<file path="src/rtl/clk_divider_pkg.sv">
// Shared types and constants for the clk_divider block.
// The reload FSM state type and the build-time defaults live here so that
// any wrapper or bench can refer to the same names.
package clk_divider_pkg;

    // Reload FSM: IDLE accepts a new divisor, PENDING waits for the next wrap.
    typedef enum logic {
        IDLE    = 1'b0,
        PENDING = 1'b1
    } reload_state_t;

    localparam int DEFAULT_WIDTH = 8;
    localparam int DEFAULT_DIV   = 1;

    // A divisor of zero behaves as one; returns the wrap threshold (effective - 1).
    function automatic logic [15:0] wrap_limit(input logic [15:0] div);
        return (div == 16'd0) ? 16'd0 : div - 16'd1;
    endfunction

endpackage : clk_divider_pkg

</file>
<file path="src/rtl/clk_divider.sv">
// Programmable clock divider producing a registered 50% duty clock.
//
// The divided clock toggles every max(div_q,1) enabled cycles of initial_clk.
// A new half-period is requested with a div_valid/div_ready handshake; the
// request is parked and only applied on a wrap edge, so the half-period in
// flight always finishes with the divisor it started with and cnt is zero
// whenever div_q changes.
//
// Optional build macro: CLK_DIVIDER_TICK_EN adds the 'tick' output, a
// registered one-cycle pulse in the cycle after every wrap (the cycle in
// which clk shows its new level).
//
// Reload FSM states:
//   state   | meaning
//   --------+---------------------------------------------------------------
//   IDLE    | no request parked; div_ready=1, div_valid latches div_value
//   PENDING | pend_q holds a request; div_valid ignored, load at next wrap
module clk_divider #(
    parameter int WIDTH       = clk_divider_pkg::DEFAULT_WIDTH,
    parameter int DEFAULT_DIV = clk_divider_pkg::DEFAULT_DIV
) (
    input  logic             initial_clk,
    input  logic             rst,
    input  logic             en,
    input  logic             div_valid,
    input  logic [WIDTH-1:0] div_value,
    output logic             div_ready,
    output logic             clk
`ifdef CLK_DIVIDER_TICK_EN
    ,
    output logic             tick
`endif
);

    import clk_divider_pkg::*;

    localparam logic [WIDTH-1:0] RESET_DIV = WIDTH'(DEFAULT_DIV);

    logic [WIDTH-1:0] div_q;
    logic [WIDTH-1:0] pend_q;
    logic [WIDTH-1:0] cnt;
    logic [WIDTH-1:0] limit;
    logic             wrap;
    reload_state_t    state;

    // Wrap threshold from the active divisor; zero is treated as one.
    always_comb begin
        limit = WIDTH'(wrap_limit(16'(div_q)));
        wrap  = en && (cnt >= limit);
    end

    // Half-period counter and toggle-only output register.
    always_ff @(posedge initial_clk) begin
        if (rst) begin
            cnt <= '0;
            clk <= 1'b0;
        end else if (en) begin
            if (wrap) begin
                cnt <= '0;
                clk <= ~clk;
            end else begin
                cnt <= cnt + WIDTH'(1);
            end
        end
    end

    // Reload FSM: park one request, apply it on the next wrap edge.
    always_ff @(posedge initial_clk) begin
        if (rst) begin
            state  <= IDLE;
            pend_q <= '0;
            div_q  <= RESET_DIV;
        end else begin
            case (state)
                IDLE: begin
                    if (div_valid) begin
                        pend_q <= div_value;
                        state  <= PENDING;
                    end
                end
                PENDING: begin
                    if (wrap) begin
                        div_q <= pend_q;
                        state <= IDLE;
                    end
                end
                default: state <= IDLE;
            endcase
        end
    end

    // Ready comes straight from the state register so it never glitches.
    assign div_ready = (state == IDLE);

`ifdef CLK_DIVIDER_TICK_EN
    // One-cycle pulse aligned with the new clk level after each wrap.
    always_ff @(posedge initial_clk) begin
        if (rst) begin
            tick <= 1'b0;
        end else begin
            tick <= wrap;
        end
    end
`endif

endmodule : clk_divider

</file>
<file path="config.mk">
export PLATFORM = sky130hd
export DESIGN_NAME = clk_divider
export DESIGN_NICKNAME = d
export VERILOG_FILES = /design/src/rtl/clk_divider_pkg.sv /design/src/rtl/clk_divider.sv
export SDC_FILE = /design/constraint.sdc
export NUM_CORES = 1
export LEC_CHECK = 0
export CAP_MARGIN = 10
export CORE_ASPECT_RATIO = 0.7
export CORE_MARGIN = 3
export CORE_UTILIZATION = 61
export CTS_CLUSTER_SIZE = 25
export DETAILED_ROUTE_END_ITERATION = 12
export DONT_BUFFER_PORTS = 1
export MAX_ROUTING_LAYER = met4
export PLACE_DENSITY = 0.77
export SYNTH_ARGS = -nofsm -noshare
export SYNTH_HDL_FRONTEND = slang
export SYNTH_SLANG_ARGS = --single-unit
</file>
<file path="constraint.sdc">
create_clock -name initial_clk -period 3.9 [get_ports initial_clk]
set_input_delay 0 -clock initial_clk [delete_from_list [all_inputs] [get_ports initial_clk]]
set_output_delay 0 -clock initial_clk [all_outputs]
set_load 0.005 [all_outputs]
</file>
* Yosys cells after proc, flatten, opt, wreduce, memory -nomap -nowiden
Cells that the tools add are included.
W data, S select, Z words.
** Word-level totals
- Memories kept :: 0
- Bits of input ports :: 12
- Bits in read-only memories :: 0
- Latch bits :: 0
- Memory bits (writable) :: 0
- Bits in registers :: 26
** Cells by class
- Reductions and logical operators :: 5
- Shifts and indexed selects :: 0
- $mul :: 0
- Equality and inequality tests :: 0
- Add/sub/neg operators :: 2
- Bitwise operators :: 2
- Magnitude comparators :: 1
- Multiplexer cells :: 5
- Div/mod/pow operators :: 0
** Operator list (number)
- $mux W8 :: 2
- $add A8 B1 Y8 const B :: 1
- $ge A8 B8 Y1 :: 1
- $logic_not A8 Y1 :: 1
- $sub A8 B1 Y8 const B :: 1
- $reduce_and A2 Y1 :: 3
- $mux W1 :: 2
- $not A1 Y1 :: 2
- $pmux W1 S2 :: 1
- $logic_and A1 B1 Y1 :: 1

* Logic depth before layout (Yosys ltp)
Gate-level depths: netlist (run 1).
- Depth after elaboration :: 6
- Depth in mapped cells :: 12
- Depth with buffers taken out :: 11

* Worst setup path after synthesis (run 1)
OpenSTA, ideal clock, no wires.
- Path kind :: register to register
- From :: register div_q[2]
- To :: register div_q[0]
- Period minus slack after synthesis :: 2713 ps
- Setup slack :: 1187 ps
- Required time :: 3780 ps
- Cell stages (with the launch flop) :: 12
- Arrival :: 2593 ps
- Cell sequence :: dfxtp_1 > nor4_1 > nand2_1 > or3_1 > and2_1 > ha_1 > nand2b_1 > a2111o_1 > a21oi_2 > nor3_1 > buf_6 > mux2i_1
** On the way
- Word-level cells in the longest chain between the ends :: 5
** RTL lines
- start: declaration :: line clk_divider.sv:39 : logic [WIDTH-1:0] div_q;
- start signal: assignment :: line clk_divider.sv:83 : div_q <= pend_q;
- $sub A8 B1 Y8 or $logic_not A8 Y1 (tied branches) :: line clk_divider_pkg.sv:17 : return (div == 16'd0) ? 16'd0 : div - 16'd1;
- $mux W8 * :: line clk_divider_pkg.sv:17
- $ge A8 B8 Y1 * :: line clk_divider.sv:49 : wrap = en && (cnt >= limit);
- $logic_and A1 B1 Y1 * :: line clk_divider.sv:49
- $reduce_and A2 Y1 (no line) *
Mark *: on every way between the ends. The rest lies on a longest branch, timed or not.
A chain may end at the register's enable or synchronous reset.

* Final worst setup path (run 1)
- From :: register div_q[2]
- To :: register div_q[2]
Same word-level chain as after synthesis.

==> out/results.ini, run 1 <==
[critical_path]
timing.critical_path.buf_inv=1
arrival_ns=3.30
cpMaxStageDelayCell=a2111o_1
crit_path_cell_trace=nor4_1 > nand2_1 > or3_1 > and2_1 > ha_1 > nand2b_1 > a2111o_1 > a21oi_2 > nor3_1 > buf_4 > mux2i_1
crit_path_end_kind=register
max_stage_delay_ns=0.44
crit_type=reg2reg
critPathTopFamily=simple AND/OR/NAND/NOR gates
crit_required_ns=4.14
cp-start-kind=register
crit_path_max_fanout=9
r2r_slack_ns=0.83

[finish]
layout_common_cells=26 x dfxtp_1, 22 x nor2_1, 17 x mux2i_1, 16 x nand2b_1
final_cell_area_mm2=0.00152
drive_gt1_frac=0.0429
finish.net_count=186
insertedDiodeCount=0
syn_to_final_growth_pct=11.8
final_common_cell=dfxtp_1

[cts]
ctsHoldBuffers=11
htreeDepth=1
cts_buffers=3
clkLatencyLatePin_ns=0.34
ctsResizeCount=0
cts_tree=done
ctsLongestPathBuffers=2
postCtsSetupBuffers=0
clock_sinks=26
path_clk_slew_ns=0.14
cts-root-buf=clkbuf_4

[timing]
setup_tns_ns=0
slew_headroom=0.363
skew_ns=0.00442
period_needed_ns=3.07
hold_viol=0
setup_viol=0
fin_crit_sh=0.787
rsz0062_at_grt=no
tightest_slew_ns=0.954
finalMaxSlewViolations=0
max_freq_mhz=326

[floorplanning]
die-area_mm2=0.00285
start_util=0.687
ios=14
dieHeight_um=45.5
die_w_um=62.5
core-area_mm2=0.00198
fp-row-count=13

[drt]
vias_per_cell=5.31
route.vias.total=1025
wl_per_cell_um=14.1
drc=0
dr.pass1.iters=4
initialDrtViolationCount=27
wl_mm=2.72
ant_nets=0

[global_routing]
grt_max_degree=27
antenna_found_initial=0
globalRouteOverflowTotal=0
grt_usage=0.230
first_global_vias=1001
grt_pass1_wl_mm=4.60

[yosys]
netlist_area_mm2=0.00136
post_synth_num_cell_types=26
syn_inst=153
yosys_warnings=0
ys_ff_latch=26
yosysSeqAreaShare=0.382
avgSynthCellArea_um2=8.91
syn_nets=175

[placed_design]
place.gp.congestion=0.833
portBuffers=0
post-dp-hpwl_mm=1.90
place_area_mm2=0.00138

[flow_run]
drv_cap=0

[power_and_ir_drop]
leakage_nw=0.601
ir_drop_mv=0.226
power.density_mw_per_mm2=396

[outcome]
status=complete, no violations

[min_path]
hp-class=in2reg

synth_stat cells:
cell type,instances,area share
a2111o_1,1,0.0083
a21oi_1,6,0.022
a21oi_2,1,0.0064
and2_1,1,0.0046
buf_6,1,0.0083
clkbuf_1,5,0.014
dfxtp_1,26,0.38
ha_1,10,0.092
inv_1,6,0.017
mux2i_1,17,0.12
nand2_1,11,0.030
nand2b_1,16,0.073
nand3_1,1,0.0037
nand4_1,3,0.014
nor2_1,22,0.061
nor2b_1,1,0.0046
nor3_1,4,0.015
nor3_2,1,0.0073
nor3b_1,1,0.0055
nor4_1,1,0.0046
nor4b_1,1,0.0064
o21ai_0,3,0.011
o21bai_1,1,0.0055
or3_1,2,0.0092
xnor2_1,4,0.026
xor2_1,7,0.045
per-layer routing:
| layer | wire length [um] | up-vias | GRT usage |
|---|---|---|---|
| met1 | 1280 | 458 | 0.250 |
| met2 | 1230 | 21 | 0.369 |
| met4 | 119 | 0 | 0.171 |
| met5 | 0 | - | - |
| met3 | 96 | 12 | 0.0691 |
| li1 | - | 534 | - |
worst paths after layout:
path / startpoint / to / cells after the start
worst max-delay path: div_q[2] / div_q[2] / 11
worst min-delay path: rst / cnt[0] / 2
worst max register to register: div_q[2] / div_q[2] / 11
worst min register to register: pend_q[7] / div_q[7] / 2
cells by family after synthesis:
family                   share of synthesized area
AND/OR/NAND/NOR                              0.239
flip-flops                                   0.382
multiplexers                                 0.125
AO/OA/AOI/OAI                               0.0533
buffers and inverters                       0.0386
XOR/XNOR                                    0.0707
adder cells (fa/ha/maj)                     0.0918
flip-flops by register name, indices dropped and copies added (netlist names):
| name | count |
|---|---|
| cnt | 8 |
| div_q | 8 |
| pend_q | 8 |
| clk | 1 |
| state | 1 |
power by group:
part / total (mW) / internal, mW / leakage [nW] / switching (mW)
registers: 0.302 / 0.285 / 0.212 / 0.0170
logic: 0.163 / 0.0760 / 0.369 / 0.0868
clock network: 0.139 / 0.0573 / 0.0210 / 0.0820
final cells by class:
| cell class | instances | area, um2 |
|---|---|---|
| Clock buffer | 4 | 36.3 |
| Fill cell | 151 | 460 |
| Inverter | 6 | 22.5 |
| Multi-Input combinational cell | 115 | 790 |
| Sequential cell | 26 | 520 |
| Tap cell | 30 | 37.5 |
| Timing Repair Buffer | 12 | 118 |
through the flow:
step           hold WS (ns)  power, mW  utilization  worst slack (ns)  instances
3_5_place_dp         0.0749      0.455        0.694             0.874        178
4_1_cts              0.0202      0.608        0.768             0.832        193
6_report             0.0323      0.604        0.768             0.831        193
5_1_grt              0.0437      0.640        0.768             0.660        193
2_1_floorplan         0.146      0.429            -              1.19        153
3_3_place_gp         0.0717      0.443        0.694              1.05        178
Power figures use the tool's default switching activity.
==> run 2: changes to the inputs <==
--- a/config.mk
+++ b/config.mk
@@ -8,12 +8,12 @@
 export CAP_MARGIN = 10
 export CORE_ASPECT_RATIO = 0.7
 export CORE_MARGIN = 3
-export CORE_UTILIZATION = 61
+export CORE_UTILIZATION = 55
 export CTS_CLUSTER_SIZE = 25
 export DETAILED_ROUTE_END_ITERATION = 12
 export DONT_BUFFER_PORTS = 1
 export MAX_ROUTING_LAYER = met4
-export PLACE_DENSITY = 0.77
+export PLACE_DENSITY = 0.73
 export SYNTH_ARGS = -nofsm -noshare
 export SYNTH_HDL_FRONTEND = slang
 export SYNTH_SLANG_ARGS = --single-unit
==> constraint.sdc (replaced) <==
create_clock -name initial_clk -period 2.8 [get_ports initial_clk]
set_input_delay 0 -clock initial_clk [delete_from_list [all_inputs] [get_ports initial_clk]]
set_output_delay 0 -clock initial_clk [all_outputs]
set_load 0.005 [all_outputs]
==> out/results.ini, run 2 (synthesis gave the netlist of run 1 again) <==
[critical_path]
critical_path_depth=11  ; unchanged
reg2reg_depth=11  ; unchanged
r2r_slack_ns=0.01  ; -0.82 ns
rr_startpoint=div_q[5]
crit_path_max_fanout=5  ; -4
crit_required_ns=3.05  ; -1.09 ns
reg2reg_to=div_q[3]
cpMaxStageDelayCell=a2111o_1
crit_path_end_kind=register
max_stage_delay_ns=0.40  ; -0.04 ns
crit_start=div_q[5]
cp-start-kind=register
critPathTopFamily=simple AND/OR/NAND/NOR gates
crit_type=reg2reg
arrival_ns=3.03  ; -0.27 ns
crit_path_cell_trace=nor4_4 > nand2_1 > or3_4 > and2_4 > ha_4 > nand2b_4 > a2111o_1 > a21oi_4 > nor3_4 > buf_6 > mux2i_2
cp-endpoint=div_q[3]
timing.critical_path.buf_inv=1  ; unchanged

[cts]
clock_sinks=26  ; unchanged
ctsLongestPathBuffers=2  ; unchanged
path_clk_slew_ns=0.14  ; about the same
cts_tree=done
clkLatencyLatePin_ns=0.32  ; -0.02 ns
cts-root-buf=clkbuf_4
htreeDepth=1  ; unchanged
cts_buffers=3  ; unchanged

[placed_design]
portBuffers=0  ; unchanged
dp_cells=185  ; +3.9%
place.gp.congestion=0.846  ; +1.5%
dp_slack_ns=-0.0114  ; -0.885 ns
post-dp-hpwl_mm=1.91  ; +0.63%

[finish]
syn_to_final_growth_pct=24.1
finish.net_count=196  ; +5.4%
insertedDiodeCount=0  ; unchanged
layout_common_cells=24 x dfxtp_1, 22 x nor2_1, 16 x mux2i_1, 15 x nand2b_1, 12 x dlygate4sd3_1
final_cells=205  ; +6.2%
top_regs=cnt x8, div_q x8, pend_q x8
final_common_cell=dfxtp_1
drive_gt1_frac=0.162  ; +0.119
n_fill_cell=166  ; +9.9%

[drt]
initialDrtViolationCount=39  ; +44%
ant_nets=0  ; unchanged
route.vias.total=1108  ; +8.1%
drc=0  ; unchanged
vias_per_cell=5.40  ; +1.8%
dr.pass1.iters=4  ; unchanged
wl_per_cell_um=14.2  ; +1.0%
wl_mm=2.92  ; +7.3%

[timing]
layout_setup_ws_ns=0.0135  ; -0.818 ns
setup_tns_ns=0  ; unchanged
max_freq_mhz=359  ; +10%
period_needed_ns=2.79  ; -0.282 ns
skew_ns=0.00521  ; +0.000789 ns
rsz0062_at_grt=yes
slew_headroom=0.389  ; +0.0264
tightest_slew_ns=0.915  ; -0.0395 ns
fin_crit_sh=0.995  ; +0.208
finalMaxSlewViolations=0  ; unchanged
hold_viol=0  ; unchanged
setup_viol=0  ; unchanged

[power_and_ir_drop]
switching_power_uw=289  ; +55%
power.density_mw_per_mm2=542  ; +37%
clkPwrFrac=0.207  ; -0.024
intPower_uw=628  ; +50%
comb_power_share=0.333  ; +0.063
netSwitchingFraction=0.315  ; +0.00716
pwr-share-seq=0.460  ; -0.040
ir_drop_mv=0.296  ; +31%
leakage_nw=0.681  ; +13%

[floorplanning]
die_w_um=65.5  ; +4.8%
start_util=0.608  ; -0.0789
ios=14  ; unchanged
die-area_mm2=0.00312  ; +9.6%
fp-row-count=14  ; +1
core-area_mm2=0.00224  ; +13%
dieHeight_um=47.6  ; +4.6%

[global_routing]
grt_pass1_wl_mm=4.49  ; -2.5%
globalRouteOverflowTotal=0  ; unchanged
first_global_vias=965  ; -3.6%
grt_usage=0.204  ; -0.0265
grt_max_degree=27  ; unchanged
antenna_found_initial=0  ; unchanged

[outcome]
status=complete, no violations

[min_path]
hp-class=in2reg

[flow_run]
drv_cap=0  ; unchanged

[run 2: timing repair]
action / in CTS / in global routing
setup endpoints to repair: 1 / 18
gates resized for setup: 1 / 19
buffers inserted: 0 / 3
hold buffers: 11 / 1
pin swaps: 0 / 7
cloned: 0 / 1
hold endpoints to repair: 23 / 8
[run 2: final cells by class]
cell class              count  area [um2]  area share
clock buffers               4        36.3      0.0215
well taps                  32        40.0      0.0237
flip-flops and latches     26         526       0.311
repair buffers             22         200       0.118
multi-input cells         115         866       0.512
inverters                   6        22.5      0.0133
[run 2: worst min-delay path: cells and delay by family]
| kind | cells | cell delay (ns) |
|---|---|---|
| simple gates | 2 | 0.33 |
| mux | 1 | 0.17 |
[run 2: worst min-delay path by stage]
stage,from,end,slack (ns),cells past startpoint
floorplan,div_valid,state,0.15,2
global placement,rst,clk,0.07,1
detailed placement,rst,clk,0.08,1
CTS,rst,cnt[6],0.03,2
global route,div_valid,pend_q[1],0.21,3
finish,div_valid,pend_q[1],0.20,3
[run 2: metal layers]
layer	track usage	wire, um	vias to the layer above
met4	0.0785	61	0
li1	-	-	553
met2	0.316	1400	38
met5	-	0	-
met1	0.249	1300	509
met3	0.0681	159	8
[run 2: power groups by stage]
stage | registers, mW | clock network [mW] | logic, mW
CTS | 0.421 | 0.197 | 0.230
global placement | 0.427 | 0 | 0.202
global route | 0.426 | 0.213 | 0.333
detailed placement | 0.429 | 0 | 0.211
finish | 0.421 | 0.190 | 0.305
floorplan | 0.422 | 0 | 0.176
[run 2: stage by stage]
step	power [mW]	instance area (um2)	hold WS, ns	utilization
global placement	0.629	1420	0.0736	0.632
finish	0.916	1690	0.201	0.754
CTS	0.848	1570	0.0270	0.700
detailed placement	0.639	1420	0.0752	0.632
floorplan	0.598	1360	0.146	-
global route	0.971	1690	0.210	0.754
